## src/rtl/i2c_axi_lite_fifo_if.sv

```systemverilog
// AXI4-Lite register front end for an I2C master: TX/RX byte FIFOs, command handshake, sticky status and irq.
// Optional busy watchdog is compiled in with `define I2C_AXI_TIMEOUT_EN.
module i2c_axi_lite_fifo_if #(
  parameter int unsigned FIFO_DEPTH   = 16,
  parameter int unsigned LEN_W        = 8,
  parameter logic [6:0]  DEV_ADDR_RST = 7'h50,
  parameter int unsigned TIMEOUT_CYC  = 1000000
) (
  input  logic             s_axi_aclk,
  input  logic             s_axi_areset,
  input  logic [31:0]      s_axi_awaddr,
  input  logic             s_axi_awvalid,
  output logic             s_axi_awready,
  input  logic [31:0]      s_axi_wdata,
  input  logic             s_axi_wvalid,
  output logic             s_axi_wready,
  output logic [1:0]       s_axi_bresp,
  output logic             s_axi_bvalid,
  input  logic             s_axi_bready,
  input  logic [31:0]      s_axi_araddr,
  input  logic             s_axi_arvalid,
  output logic             s_axi_arready,
  output logic [31:0]      s_axi_rdata,
  output logic [1:0]       s_axi_rresp,
  output logic             s_axi_rvalid,
  input  logic             s_axi_rready,
  output logic             cmd_valid,
  input  logic             cmd_ready,
  output logic [6:0]       cmd_dev,
  output logic             cmd_rw,
  output logic             cmd_random,
  output logic [7:0]       cmd_mem,
  output logic [LEN_W-1:0] cmd_len,
  output logic [7:0]       tx_data,
  output logic             tx_valid,
  input  logic             tx_ready,
  input  logic [7:0]       rx_data,
  input  logic             rx_valid,
  input  logic             i2c_busy,
  input  logic             i2c_done,
  input  logic             i2c_nack,
  output logic             irq
);
  localparam int unsigned PW = $clog2(FIFO_DEPTH);
  localparam int unsigned CW = PW + 1;
  localparam logic [CW-1:0] DEPTH_C = CW'(FIFO_DEPTH);
  localparam logic [4:0] A_CTRL = 5'd0, A_DEV = 5'd1, A_MEM = 5'd2, A_LEN = 5'd3,
                         A_TX = 5'd4, A_RX = 5'd5, A_STAT = 5'd6;
  localparam logic [1:0] OKAY = 2'b00, SLVERR = 2'b10;

  // Valid/ready: a beat transfers on a rising clock edge where both are high; a source
  // holds valid and its payload stable until that edge, and never waits on ready.
  logic             awready_q, awready_d, wready_q, wready_d, arready_q, arready_d;
  logic             aw_held_q, aw_held_d, w_held_q, w_held_d;
  logic [4:0]       awidx_q, awidx_d;
  logic [31:0]      wdata_q, wdata_d;
  logic             bvalid_q, bvalid_d, rvalid_q, rvalid_d;
  logic [1:0]       bresp_q, bresp_d, rresp_q, rresp_d;
  logic [31:0]      rdata_q, rdata_d;
  logic             rw_q, rw_d, random_q, random_d, irq_en_q, irq_en_d;
  logic [6:0]       dev_q, dev_d, cmd_dev_q, cmd_dev_d;
  logic [7:0]       mem_q, mem_d, cmd_mem_q, cmd_mem_d;
  logic [LEN_W-1:0] len_q, len_d, cmd_len_q, cmd_len_d;
  logic             cmd_valid_q, cmd_valid_d, cmd_rw_q, cmd_rw_d, cmd_random_q, cmd_random_d;
  logic             done_q, done_d, nack_q, nack_d, ovf_q, ovf_d, timeout_q, timeout_d;
  logic [PW-1:0]    tx_wp_q, tx_wp_d, tx_rp_q, tx_rp_d, rx_wp_q, rx_wp_d, rx_rp_q, rx_rp_d;
  logic [CW-1:0]    tx_cnt_q, tx_cnt_d, rx_cnt_q, rx_cnt_d;
  logic [7:0]       tx_mem [FIFO_DEPTH];
  logic [7:0]       rx_mem [FIFO_DEPTH];
`ifdef I2C_AXI_TIMEOUT_EN
  logic [31:0]      to_cnt_q, to_cnt_d;
  logic             done_ign_q, done_ign_d;
`endif

  logic        aw_fire, w_fire, ar_fire, wr_go, wr_err, rd_err, start_ok, start, busy_w;
  logic        tx_full, tx_empty, rx_full, rx_empty, tx_push, tx_pop, rx_push, rx_pop;
  logic        tx_flush, rx_flush, ovf_set, done_set, nack_set, to_set;
  logic [3:0]  w1c;
  logic [4:0]  wr_idx;
  logic [31:0] wr_dat, status_w;
  logic        unused_bits;

  assign aw_fire  = s_axi_awvalid & awready_q;
  assign w_fire   = s_axi_wvalid & wready_q;
  assign ar_fire  = s_axi_arvalid & arready_q;
  assign wr_go    = (aw_held_q | aw_fire) & (w_held_q | w_fire);
  assign wr_idx   = aw_held_q ? awidx_q : s_axi_awaddr[6:2];
  assign wr_dat   = w_held_q ? wdata_q : s_axi_wdata;
  assign busy_w   = cmd_valid_q | i2c_busy;
  assign tx_full  = (tx_cnt_q == DEPTH_C);
  assign tx_empty = (tx_cnt_q == '0);
  assign rx_full  = (rx_cnt_q == DEPTH_C);
  assign rx_empty = (rx_cnt_q == '0);
  assign tx_pop   = ~tx_empty & tx_ready;
  assign rx_push  = rx_valid & ~rx_full;
  assign ovf_set  = rx_valid & rx_full;
  assign status_w = {8'(rx_cnt_q), 8'(tx_cnt_q), 7'b0, rx_empty, rx_full, tx_empty, tx_full,
                     timeout_q, ovf_q, nack_q, done_q, busy_w};

  // A read command needs room for the whole transfer, a write needs all its bytes queued.
  assign start_ok = ~busy_w && (len_q != '0) &&
                    (wr_dat[1] ? ((32'(FIFO_DEPTH) - 32'(rx_cnt_q)) >= 32'(len_q))
                               : (32'(tx_cnt_q) >= 32'(len_q)));

  always_comb begin
    aw_held_d = aw_held_q;  w_held_d = w_held_q;  awidx_d = awidx_q;  wdata_d = wdata_q;
    bvalid_d  = bvalid_q;   bresp_d  = bresp_q;
    rvalid_d  = rvalid_q;   rresp_d  = rresp_q;   rdata_d = rdata_q;
    rw_d = rw_q;  random_d = random_q;  irq_en_d = irq_en_q;
    dev_d = dev_q;  mem_d = mem_q;  len_d = len_q;
    cmd_valid_d = cmd_valid_q;  cmd_dev_d = cmd_dev_q;  cmd_rw_d = cmd_rw_q;
    cmd_random_d = cmd_random_q;  cmd_mem_d = cmd_mem_q;  cmd_len_d = cmd_len_q;
    tx_push = 1'b0;  rx_pop = 1'b0;  tx_flush = 1'b0;  rx_flush = 1'b0;
    start = 1'b0;  wr_err = 1'b0;  rd_err = 1'b0;  w1c = 4'b0;  to_set = 1'b0;
`ifdef I2C_AXI_TIMEOUT_EN
    to_cnt_d = to_cnt_q;  done_ign_d = done_ign_q;
    done_set = i2c_done & ~done_ign_q;
`else
    done_set = i2c_done;
`endif
    nack_set = done_set & i2c_nack;

    if (wr_go) begin
      aw_held_d = 1'b0;
      w_held_d  = 1'b0;
      bvalid_d  = 1'b1;
      case (wr_idx)
        A_CTRL: begin
          rw_d     = wr_dat[1];
          random_d = wr_dat[2];
          tx_flush = wr_dat[3];
          rx_flush = wr_dat[4];
          irq_en_d = wr_dat[8];
          if (wr_dat[0]) begin
            if (start_ok) start = 1'b1;
            else          wr_err = 1'b1;
          end
        end
        A_DEV:  dev_d = wr_dat[6:0];
        A_MEM:  mem_d = wr_dat[7:0];
        A_LEN:  len_d = wr_dat[LEN_W-1:0];
        A_TX: begin
          if (tx_full) wr_err = 1'b1;
          else         tx_push = 1'b1;
        end
        A_RX:   ;
        A_STAT: w1c = wr_dat[4:1];
        default: wr_err = 1'b1;
      endcase
      bresp_d = wr_err ? SLVERR : OKAY;
    end else begin
      if (aw_fire) begin aw_held_d = 1'b1; awidx_d = s_axi_awaddr[6:2]; end
      if (w_fire)  begin w_held_d = 1'b1;  wdata_d = s_axi_wdata; end
      if (bvalid_q & s_axi_bready) begin bvalid_d = 1'b0; bresp_d = OKAY; end
    end

    if (ar_fire) begin
      rvalid_d = 1'b1;
      rdata_d  = '0;
      case (s_axi_araddr[6:2])
        A_CTRL: rdata_d = {23'b0, irq_en_q, 5'b0, random_q, rw_q, 1'b0};
        A_DEV:  rdata_d = {25'b0, dev_q};
        A_MEM:  rdata_d = {24'b0, mem_q};
        A_LEN:  rdata_d = 32'(len_q);
        A_TX:   ;
        A_RX: begin
          if (rx_empty) rd_err = 1'b1;
          else begin rx_pop = 1'b1; rdata_d = {24'b0, rx_mem[rx_rp_q]}; end
        end
        A_STAT: rdata_d = status_w;
        default: rd_err = 1'b1;
      endcase
      rresp_d = rd_err ? SLVERR : OKAY;
    end else if (rvalid_q & s_axi_rready) begin
      rvalid_d = 1'b0;
      rdata_d  = '0;
      rresp_d  = OKAY;
    end

    if (cmd_valid_q & cmd_ready) cmd_valid_d = 1'b0;
    if (start) begin
      cmd_valid_d  = 1'b1;
      cmd_dev_d    = dev_q;
      cmd_rw_d     = wr_dat[1];
      cmd_random_d = wr_dat[2];
      cmd_mem_d    = mem_q;
      cmd_len_d    = len_q;
    end

`ifdef I2C_AXI_TIMEOUT_EN
    to_cnt_d = busy_w ? to_cnt_q + 32'd1 : 32'd0;
    if (start) done_ign_d = 1'b0;
    // A stuck transfer is abandoned: the late done pulse must not look like success.
    if (busy_w && (to_cnt_q + 32'd1 == 32'(TIMEOUT_CYC))) begin
      to_set      = 1'b1;
      cmd_valid_d = 1'b0;
      tx_flush    = 1'b1;
      rx_flush    = 1'b1;
      done_ign_d  = 1'b1;
    end
`endif

    done_d    = (done_q & ~w1c[0]) | done_set;
    nack_d    = (nack_q & ~w1c[1]) | nack_set;
    ovf_d     = (ovf_q & ~w1c[2]) | ovf_set;
    timeout_d = (timeout_q & ~w1c[3]) | to_set;

    tx_wp_d = tx_wp_q;  tx_rp_d = tx_rp_q;  tx_cnt_d = tx_cnt_q;
    if (tx_flush) begin
      tx_wp_d = '0;  tx_rp_d = '0;  tx_cnt_d = '0;
    end else begin
      if (tx_push) tx_wp_d = tx_wp_q + PW'(1);
      if (tx_pop)  tx_rp_d = tx_rp_q + PW'(1);
      if (tx_push & ~tx_pop)      tx_cnt_d = tx_cnt_q + CW'(1);
      else if (~tx_push & tx_pop) tx_cnt_d = tx_cnt_q - CW'(1);
    end

    rx_wp_d = rx_wp_q;  rx_rp_d = rx_rp_q;  rx_cnt_d = rx_cnt_q;
    if (rx_flush) begin
      rx_wp_d = '0;  rx_rp_d = '0;  rx_cnt_d = '0;
    end else begin
      if (rx_push) rx_wp_d = rx_wp_q + PW'(1);
      if (rx_pop)  rx_rp_d = rx_rp_q + PW'(1);
      if (rx_push & ~rx_pop)      rx_cnt_d = rx_cnt_q + CW'(1);
      else if (~rx_push & rx_pop) rx_cnt_d = rx_cnt_q - CW'(1);
    end

    awready_d = ~aw_held_d & ~bvalid_d;
    wready_d  = ~w_held_d & ~bvalid_d;
    arready_d = ~rvalid_d;
  end

  always_ff @(posedge s_axi_aclk) begin
    if (s_axi_areset) begin
      awready_q <= 1'b0;  wready_q <= 1'b0;  arready_q <= 1'b0;
      aw_held_q <= 1'b0;  w_held_q <= 1'b0;  awidx_q <= '0;  wdata_q <= '0;
      bvalid_q  <= 1'b0;  bresp_q  <= OKAY;  rvalid_q <= 1'b0;  rresp_q <= OKAY;  rdata_q <= '0;
      rw_q <= 1'b0;  random_q <= 1'b0;  irq_en_q <= 1'b0;
      dev_q <= DEV_ADDR_RST;  mem_q <= '0;  len_q <= '0;
      cmd_valid_q <= 1'b0;  cmd_dev_q <= '0;  cmd_rw_q <= 1'b0;
      cmd_random_q <= 1'b0;  cmd_mem_q <= '0;  cmd_len_q <= '0;
      done_q <= 1'b0;  nack_q <= 1'b0;  ovf_q <= 1'b0;  timeout_q <= 1'b0;
      tx_wp_q <= '0;  tx_rp_q <= '0;  tx_cnt_q <= '0;
      rx_wp_q <= '0;  rx_rp_q <= '0;  rx_cnt_q <= '0;
`ifdef I2C_AXI_TIMEOUT_EN
      to_cnt_q <= '0;  done_ign_q <= 1'b0;
`endif
    end else begin
      awready_q <= awready_d;  wready_q <= wready_d;  arready_q <= arready_d;
      aw_held_q <= aw_held_d;  w_held_q <= w_held_d;  awidx_q <= awidx_d;  wdata_q <= wdata_d;
      bvalid_q  <= bvalid_d;   bresp_q  <= bresp_d;
      rvalid_q  <= rvalid_d;   rresp_q  <= rresp_d;   rdata_q <= rdata_d;
      rw_q <= rw_d;  random_q <= random_d;  irq_en_q <= irq_en_d;
      dev_q <= dev_d;  mem_q <= mem_d;  len_q <= len_d;
      cmd_valid_q <= cmd_valid_d;  cmd_dev_q <= cmd_dev_d;  cmd_rw_q <= cmd_rw_d;
      cmd_random_q <= cmd_random_d;  cmd_mem_q <= cmd_mem_d;  cmd_len_q <= cmd_len_d;
      done_q <= done_d;  nack_q <= nack_d;  ovf_q <= ovf_d;  timeout_q <= timeout_d;
      tx_wp_q <= tx_wp_d;  tx_rp_q <= tx_rp_d;  tx_cnt_q <= tx_cnt_d;
      rx_wp_q <= rx_wp_d;  rx_rp_q <= rx_rp_d;  rx_cnt_q <= rx_cnt_d;
`ifdef I2C_AXI_TIMEOUT_EN
      to_cnt_q <= to_cnt_d;  done_ign_q <= done_ign_d;
`endif
    end
  end

  // Storage has no reset; occupancy is tracked by the pointers and counts.
  always_ff @(posedge s_axi_aclk) begin
    if (tx_push) tx_mem[tx_wp_q] <= wr_dat[7:0];
    if (rx_push) rx_mem[rx_wp_q] <= rx_data;
  end

  assign s_axi_awready = awready_q;
  assign s_axi_wready  = wready_q;
  assign s_axi_bvalid  = bvalid_q;
  assign s_axi_bresp   = bresp_q;
  assign s_axi_arready = arready_q;
  assign s_axi_rvalid  = rvalid_q;
  assign s_axi_rresp   = rresp_q;
  assign s_axi_rdata   = rdata_q;
  assign cmd_valid     = cmd_valid_q;
  assign cmd_dev       = cmd_dev_q;
  assign cmd_rw        = cmd_rw_q;
  assign cmd_random    = cmd_random_q;
  assign cmd_mem       = cmd_mem_q;
  assign cmd_len       = cmd_len_q;
  assign tx_valid      = ~tx_empty;
  assign tx_data       = tx_mem[tx_rp_q];
  assign irq           = irq_en_q & (done_q | nack_q | ovf_q | timeout_q);

`ifdef I2C_AXI_TIMEOUT_EN
  assign unused_bits = ^{s_axi_awaddr[31:7], s_axi_awaddr[1:0], s_axi_araddr[31:7],
                         s_axi_araddr[1:0], wr_dat};
`else
  assign unused_bits = ^{s_axi_awaddr[31:7], s_axi_awaddr[1:0], s_axi_araddr[31:7],
                         s_axi_araddr[1:0], wr_dat, 32'(TIMEOUT_CYC)};
`endif
endmodule

```

## config.mk

```make
export PLATFORM = sky130hd
export DESIGN_NAME = i2c_axi_lite_fifo_if
export DESIGN_NICKNAME = d
export VERILOG_FILES = /design/src/rtl/i2c_axi_lite_fifo_if.sv
export SDC_FILE = /design/constraint.sdc
export NUM_CORES = 1
export LEC_CHECK = 0
export CAP_MARGIN = 25
export CELL_PAD_IN_SITES_DETAIL_PLACEMENT = 1
export CELL_PAD_IN_SITES_GLOBAL_PLACEMENT = 2
export CORE_MARGIN = 2
export CORE_UTILIZATION = 30
export CTS_BUF_LIST = sky130_fd_sc_hd__clkbuf_4 sky130_fd_sc_hd__clkbuf_8
export DETAILED_ROUTE_END_ITERATION = 6
export PLACE_DENSITY_LB_ADDON = 0.2
export SLEW_MARGIN = 10
export SYNTH_ARGS = -nofsm -noshare
export SYNTH_HDL_FRONTEND = slang
export SYNTH_SLANG_ARGS = --single-unit
export TNS_END_PERCENT = 100
```

## constraint.sdc

```tcl
create_clock -name s_axi_aclk -period 9.4 [get_ports s_axi_aclk]
set_input_delay 1.88 -clock s_axi_aclk [delete_from_list [all_inputs] [get_ports s_axi_aclk]]
set_output_delay 1.88 -clock s_axi_aclk [all_outputs]
set_load 0.02 [all_outputs]
```

=== After elaboration in Yosys (flattened, before gate mapping) ===
Memory sizes are Yosys's and may differ from the RTL's. A register that Yosys moved wholly into a read port is not among the register bits.
Cells that the tools add are included.

* Register bits: 139
* Memory bits (writable): 256
* Input bits: 117
* Output and inout bits: 77
* Logic and storage cells: 189
* Memories: 2

{| class="wikitable"
|+ Memories
! memory !! depth !! bits a word !! read ports !! clocked after memory_dff !! write ports !! line !! text
|-
| rx_mem || 16 || 8 || 1 || 1 || 1 || 69 || <nowiki>logic [7:0] rx_mem [FIFO_DEPTH];</nowiki>
|-
| tx_mem || 16 || 8 || 1 || 1 || 1 || 68 || <nowiki>logic [7:0] tx_mem [FIFO_DEPTH];</nowiki>
|}

* Add/sub/neg operators: 9
* Order comparisons: 2
* Eq/ne operators: 14
* Multiplexer cells: 59
* Bitwise logic cells: 47
* Reductions and logical operators: 22

{| class="wikitable"
|+ Operators with widths
! operator !! number
|-
| $pmux W29 S6 || 1
|-
| $mux W32 || 2
|-
| $mux W1 || 35
|-
| $ge A32 B8 Y1 || 1
|-
| $eq A5 B3 Y1 const B || 6
|-
| $mux W5 || 5
|-
| $mux W4 || 6
|-
| $and A1 B1 Y1 || 22
|-
| $eq A5 B2 Y1 const B || 4
|-
| $logic_not A5 Y1 || 4
|-
| $add A4 B1 Y4 const B || 4
|-
| $not A1 Y1 || 16
|-
| $mux W2 || 6
|-
| $reduce_and A2 Y1 || 6
|-
| $add A5 B1 Y5 const B || 2
|-
| $eq A5 B1 Y1 const B || 2
|-
| $eq A5 B5 Y1 const B || 2
|-
| $reduce_bool A2 Y1 || 5
|-
| $sub A5 B1 Y5 const B || 2
|-
| $mux W9 || 1
|-
| $or A1 B1 Y1 || 9
|-
| $ge A5 B8 Y1 || 1
|-
| $mux W8 || 1
|-
| $reduce_bool A8 Y1 || 1
|-
| 7 further kinds || 9
|}

=== Depth between registers and ports, before layout ===
Gate-level depths: netlist of the first run.

* Depth after elaboration: 10
* Gate-level depth with buffers: 16
* Gate-level depth less buffers: 16

=== Least setup slack after synthesis of the first run ===
Ideal clock, no wire load.

* Path kind: in2reg
* Start: input port s_axi_wvalid
* End: register tx_cnt_q[4]
* Data arrival time: 4263 ps
* Slack: 5067 ps
* Stages on the path: 11
* Cells stage by stage: a21o_1 > o211ai_1 > nor4b_4 > ha_1 > inv_1 > fa_1 > a21o_1 > a21oi_1 > xnor2_1 > or3_1 > a21oi_1

* Word-level cells in the longest chain between the ends: 7
* Elaborated cells between the ends (all ways): 11
* Classes of those cells: mux (3); bitwise (6); reduce/logical (2)

{| class="wikitable"
|+ Ends and longest elaborated chain
! item !! line !! text
|-
| start: declaration || 15 || <nowiki>input logic s_axi_wvalid,</nowiki>
|-
| $and A1 B1 Y1 * || 84 || <nowiki>assign w_fire = s_axi_wvalid & wready_q;</nowiki>
|-
| $or A1 B1 Y1 * || 86 || <nowiki>assign wr_go = (aw_held_q | aw_fire) & (w_held_q | w_fire);</nowiki>
|-
| $and A1 B1 Y1 * || 86 ||
|-
| $mux W1 * || 123 || <nowiki>if (wr_go) begin</nowiki>
|-
| net tx_push || 76 || <nowiki>logic tx_full, tx_empty, rx_full, rx_empty, tx_push, tx_pop, rx_push, rx_pop;</nowiki>
|-
| $not A1 Y1 || 215 || <nowiki>else if (~tx_push & tx_pop) tx_cnt_d = tx_cnt_q - CW'(1);</nowiki>
|-
| $and A1 B1 Y1 || 215 ||
|-
| $reduce_bool A2 Y1 (no source line) || -- ||
|-
| end signal: assignment || 258 || <nowiki>tx_wp_q <= tx_wp_d; tx_rp_q <= tx_rp_d; tx_cnt_q <= tx_cnt_d;</nowiki>
|-
| end: declaration || 67 || <nowiki>logic [CW-1:0] tx_cnt_q, tx_cnt_d, rx_cnt_q, rx_cnt_d;</nowiki>
|}

Mark *: on every way through the listed nets, which the timed path passes. The rest lies on a longest branch.
A chain may end at the register's enable or synchronous reset.

==> impl_metrics.py, run 1 <==
metrics = {
    "power_and_ir_drop": {
        "clkPwrFrac_pct": 37.9,
        "netSwitchingPower_uw": 1190,
        "total_leakage_power_uw": 0.00626,
        "power_frac_seq_pct": 45.1,
        "ir_worst_vdd_uv": 134,
        "internal_power_uw": 3110,
        "pwr-share-comb_pct": 17.0,
        "power.density_mw_per_mm2": 223,
        "p_sw_share_pct": 27.7,
    },
    "placed_design": {
        "dp_hpwl_um": 29000,
        "portBuffers": 101,
        "gp_congestion": 0.712,
    },
    "clock_network": {
        "cts.sinks": 388,
        "cts_max_path_buffers": 3,
        "postCtsHoldBufs": 0,
        "cts_root_buf": "clkbuf_8",
        "path_clk_slew_ns": 0.05,
        "tritoncts": "built",
        "post_cts_buffers": 0,
        "clk_latency_ns": 0.63,
        "cts_buffers": 71,
        "ctsResizeCount": 0,
        "h-tree-depth": 3,
    },
    "grt": {
        "grt-ovfl-total": 0,
        "grt_pass1_wl_um": 66000,
        "grt_max_degree": 58,
        "grt_pass1_vias": 10391,
        "antenna_found_initial": 1,
        "gr-usage-all-layers_pct": 15.7,
    },
    "timing": {
        "fmax_ghz": 0.197,
        "clock_skew_ns": 0.0309,
        "finalHoldViolCount": 0,
        "fin_setup_tns_ns": 0,
        "slew_headroom_pct": 31.7,
        "worst_pin_slew_ns": 1.02,
        "setup_violations": 0,
        "fin_crit_ns": 5.08,
        "hold_ws_ns": 0.456,
        "post-route-period-util_pct": 54.0,
        "maxSlewViolCount": 0,
        "rsz0062_at_grt": "no",
    },
    "yosys": {
        "synthTopCellsByArea": "edfxtp_1 (48%), dfxtp_1 (16%), mux4_2 (10%)",
        "synth_cell_type_count": 58,
        "postSynthAreaPerCell_um2": 14.4,
        "synth_cells": 1119,
        "mappedNetlistArea_mm2": 0.0162,
        "synth.top_cell.area_share_pct": 47.6,
        "synth_edf_count": 256,
        "synth_warnings": 0,
        "yosys_register_bits": 388,
        "async_flop_share_pct": 0,
        "yosysSeqAreaShare_pct": 64.0,
        "yosysTopAreaCell": "edfxtp_1",
        "synth_ff_type": "edfxtp_1",
    },
    "detailed_routing": {
        "drtPass1Iterations": 4,
        "avgViaCountPerCell": 4.92,
        "routedWlPerCell_um": 21.6,
        "routed_wl_um": 43000,
        "post-route-drc-count": 0,
        "first_iter_violations": 530,
        "vias": 9803,
        "ant_nets": 0,
    },
    "critical_path": {
        "end_kind": "primary output",
        "crit_type": "reg2out",
        "r2r_start": "rx_cnt_q[0]",
        "cp_max_fo": 32,
        "worstPathArrival_ns": 3.20,
        "cp-start-kind": "register",
        "cp_data_required_time_ns": 7.52,
        "rr_worst_depth": 13,
    },
    "run": {
        "cap_violations": 0,
    },
    "run_status": {
        "status": "completed",
    },
    "floorplanning": {
        "ios": 194,
        "die_area_mm2": 0.0557,
        "die_h_um": 236,
        "core-area_mm2": 0.0535,
        "start_util_pct": 30.2,
        "rows": 85,
        "die_w_um": 236,
    },
    "finish": {
        "multi_input_area_mm2": 0.00536,
        "area_delta_synth_final_pct": 19.2,
        "regArea_mm2": 0.0103,
        "fill_cells": 5579,
        "num-nets-final": 1392,
        "drive_gt1_share_pct": 17.4,
        "postLayoutCoreUtil_pct": 36.0,
    },
    "worst_hold_path": {
        "hold_path_class": "reg2reg",
        "hold_depth": 2,
        "worst_hold_startpoint": "wdata_q[7]",
    },
}
==> power by group through the flow <==
stage | clock network (uW) | logic [uW] | registers (uW)
final | 1630 | 732 | 1940
after global routing | 1760 | 812 | 1950
after CTS | 1680 | 756 | 1940
after detailed placement | 0 | 753 | 1980
after global placement | 0 | 724 | 1980
after floorplan | 0 | 512 | 1940
==> kinds of logic (layout without fill, tap and decap cells) <==
group           count (synthesis)  in the layout  share of synthesized area, %
simple gates                  270            270                          7.87
compound gates                177            177                          7.23
fa+ha+maj                      36             36                          2.88
flops                         388            388                          64.0
mux                           113            113                          13.5
buf+inv                       111            275                          3.35
other cells                     1             16                        0.0232
xor+xnor                       23             23                          1.25
==> worst max-delay path, cell delays in order (launching register included) <==
cell and delay, ns:
dfxtp_2 0.31, buf_4 0.53, mux4_2 0.64, mux4_2 0.49, clkdlybuf4s50_1 0.55
==> routing by layer <==
metal  track usage (%)  vias to the layer above  routed length, um
met1              20.6                     5028              19400
met3              3.02                       72               1510
li1                  -                     4536                  -
met5                 0                        -                  0
met2              26.3                      167              21200
met4              5.13                        0                986
==> state kept, by name (all words and copies together), names as in the netlist, 4 cells and up, named ones only <==
register,count
awidx_q,5
mem_q,8
wdata_q,9
rx_mem,128
len_q,8
rx_wp_q,4
tx_cnt_q,5
tx_mem,128
cmd_mem,8
rx_rp_q,4
cmd_len,8
s_axi_rdata,19
tx_wp_q,4
rx_cnt_q,5
tx_rp_q,4
dev_q,7
cmd_dev,7
==> worst paths after layout <==
path | to | slack [ns]
setup / recovery | tx_data[2] | 4.32
hold / removal | wdata_q[7] | 0.46
setup reg to reg | rx_cnt_q[4] | 5.66
hold reg to reg | wdata_q[7] | 0.46
==> cells in the final DEF (no fill, tap or decap), drive strengths merged, types with 3 or more instances in the layout <==
| cell type | count |
|---|---|
| edfxtp | 256 |
| dfxtp | 132 |
| nor2 | 109 |
| clkbuf | 107 |
| clkdlybuf4s50 | 100 |
| mux4 | 80 |
| a21oi | 60 |
| nand2 | 54 |
| ha | 34 |
| inv | 34 |
| nand4 | 28 |
| mux2i | 24 |
| o31ai | 24 |
| nor3 | 23 |
| a22oi | 20 |
| clkinv | 18 |
| a211oi | 17 |
| o21ai | 16 |
| conb | 15 |
| xor2 | 13 |
| buf | 13 |
| nand2b | 11 |
| nand3 | 11 |
| xnor2 | 10 |
| a21o | 9 |
| mux2 | 9 |
| nor2b | 9 |
| nor3b | 8 |
| a31oi | 5 |
| or3 | 5 |
| nor4 | 4 |
| a22o | 4 |
| and3 | 3 |
| a2111oi | 3 |
==> cell usage after synthesis, types with 3 or more instances <==
library cell  count
edfxtp_1        256
dfxtp_1         132
nor2_1          109
mux4_2           73
a21oi_1          60
nand2_1          54
ha_1             34
inv_1            30
nand4_1          28
clkbuf_1         27
mux2i_1          23
nor3_1           23
o31ai_1          23
a22oi_1          20
buf_4            20
buf_2            19
a211oi_1         17
o21ai_0          16
xor2_1           13
buf_1            12
nand2b_1         11
nand3_1          11
xnor2_1          10
a21o_1            9
mux2_2            9
nor2b_1           9
nor3b_1           8
mux4_1            7
a31oi_1           5
or3_1             5
a22o_1            4
nor4_1            4
a2111oi_0         3
and3_1            3
==> per-stage QoR <==
step	power (uW)	area [um2]	setup WS, ns	std cells
after floorplan	2450	16200	5.07	1133
after global placement	2700	17800	3.82	1859
after detailed placement	2730	17800	3.81	1860
after CTS	4380	19200	4.18	1991
after global routing	4520	19200	4.09	1994
final	4300	19200	4.32	1994
==> layout make-up <==
class	count	share of cell area [%]
flip-flops and latches	388	53.7
multi-input cells	634	27.9
clock buffers	106	6.54
repair buffers	114	5.84
well taps	696	4.52
clock inverters	25	0.936
inverters	30	0.585
diodes	1	0.0130
Power figures use the tool's default switching activity.
==> run 2: changes to the inputs <==
clock period = 4.2 ns   (was 9.4 ns; I/O delays follow)
==> impl_metrics.py, run 2 (same netlist as run 1, synthesis figures left out) <==
metrics = {
    "placed_design": {
        "post_dp_cell_area_mm2": 0.0182,
        "gp_congestion": 0.719,
        "dp_hpwl_um": 29500,
        "portBuffers": 101,
    },
    "clock_network": {
        "ctsResizeCount": 0,
        "path_clk_slew_ns": 0.05,
        "tritoncts": "built",
        "post_cts_buffers": 0,
        "clk_latency_ns": 0.65,
        "cts_buffers": 71,
        "cts_max_path_buffers": 3,
        "cts_root_buf": "clkbuf_8",
        "postCtsHoldBufs": 0,
        "cts.sinks": 388,
        "h-tree-depth": 3,
    },
    "critical_path": {
        "r2r_slack_ns": 0.63,
        "worstPathArrival_ns": 3.17,
        "cp_data_required_time_ns": 3.36,
        "cp-start-kind": "register",
        "cp_max_fo": 13,
        "crit_type": "reg2out",
        "end_kind": "primary output",
    },
    "finish": {
        "final_area_mm2": 0.0196,
        "final_cell_mix": "edfxtp_1 (256), dfxtp_1 (130), nor2_1 (109)",
        "final_common_cell": "edfxtp_1",
        "area_delta_synth_final_pct": 21.3,
        "num-nets-final": 1444,
        "drive_gt1_share_pct": 20.1,
    },
    "floorplanning": {
        "die_area_mm2": 0.0557,
        "die_w_um": 236,
        "die_h_um": 236,
        "ios": 194,
        "rows": 85,
        "start_util_pct": 30.2,
        "core-area_mm2": 0.0535,
    },
    "detailed_routing": {
        "avgViaCountPerCell": 4.89,
        "vias": 10007,
        "routedWlPerCell_um": 21.4,
        "routed_wl_um": 43700,
        "drtPass1Iterations": 7,
        "first_iter_violations": 521,
        "ant_nets": 0,
        "post-route-drc-count": 0,
    },
    "timing": {
        "fin_setup_tns_ns": 0,
        "rsz0062_at_grt": "no",
        "fmax_ghz": 0.250,
        "post-route-period-util_pct": 95.4,
        "slew_headroom_pct": 33.1,
        "worst_pin_slew_ns": 0.990,
        "setup_violations": 0,
        "finalHoldViolCount": 0,
        "maxSlewViolCount": 0,
        "clock_skew_ns": 0.0373,
        "fin_crit_ns": 4.01,
    },
    "worst_hold_path": {
        "hold_path_class": "reg2reg",
    },
    "grt": {
        "grt-ovfl-total": 0,
        "antenna_found_initial": 1,
        "grt_pass1_wl_um": 67300,
        "grt_max_degree": 56,
        "gr-usage-all-layers_pct": 16.1,
        "grt_pass1_vias": 10666,
    },
    "power_and_ir_drop": {
        "ir_worst_vdd_uv": 224,
        "total_leakage_power_uw": 0.00651,
        "power.density_mw_per_mm2": 490,
    },
    "run_status": {
        "status": "completed",
    },
    "run": {
        "cap_violations": 0,
    },
}
==> run 2: path summary, 6_finish.rpt <==
kind | start | endpoint | cells after the start
setup / recovery | register | tx_data[4] | 4
hold / removal | wdata_q[0] | wdata_q[0] | 2
setup reg to reg | rx_cnt_q[0] | rx_cnt_q[4] | 15
hold reg to reg | wdata_q[0] | wdata_q[0] | 2
==> run 2: worst max-delay path, cell delays in order (launching register included) <==
cell	delay [ns]
dfxtp_2	0.68
buf_4	0.26
mux4_2	0.52
mux4_2	0.50
clkdlybuf4s50_1	0.56
==> run 2: report_power, final <==
| part | switching, uW | internal [uW] |
|---|---|---|
| Sequential | 161 | 4190 |
| Combinational | 914 | 776 |
| Clock | 1600 | 1980 |
| Total | 2670 | 6940 |
==> run 2: per-layer routing <==
metal	up-vias	GRT usage, %	share of wire (%)
li1	4625	-	-
met1	5108	21.1	45
met2	204	26.5	49
met3	70	3.62	4.5
met4	0	4.90	2.0
met5	-	0	0
==> run 2: stage by stage <==
step / hold slack, ns / power [uW] / utilization, % / std cells / worst slack (ns)
after floorplan: 0.433 / 5490 / - / 1133 / 0.907
after global placement: 0.438 / 6130 / 34.0 / 1914 / 0.138
after detailed placement: 0.448 / 6160 / 34.0 / 1914 / 0.155
after CTS: 0.456 / 9790 / 36.6 / 2045 / 0.0739
after global routing: 0.477 / 10100 / 36.6 / 2046 / 0.00857
final: 0.454 / 9610 / 36.6 / 2046 / 0.194
==> run 2: final cells by class <==
| type | count | area [um2] |
|---|---|---|
| Antenna cell | 1 | 2.50 |
| Multi-Input combinational cell | 634 | 5340 |
| Fill cell | 5544 | 33900 |
| Inverter | 30 | 113 |
| Sequential cell | 388 | 10300 |
| Clock inverter | 24 | 124 |
| Timing Repair Buffer | 166 | 1520 |
| Clock buffer | 107 | 1290 |
| Tap cell | 696 | 871 |
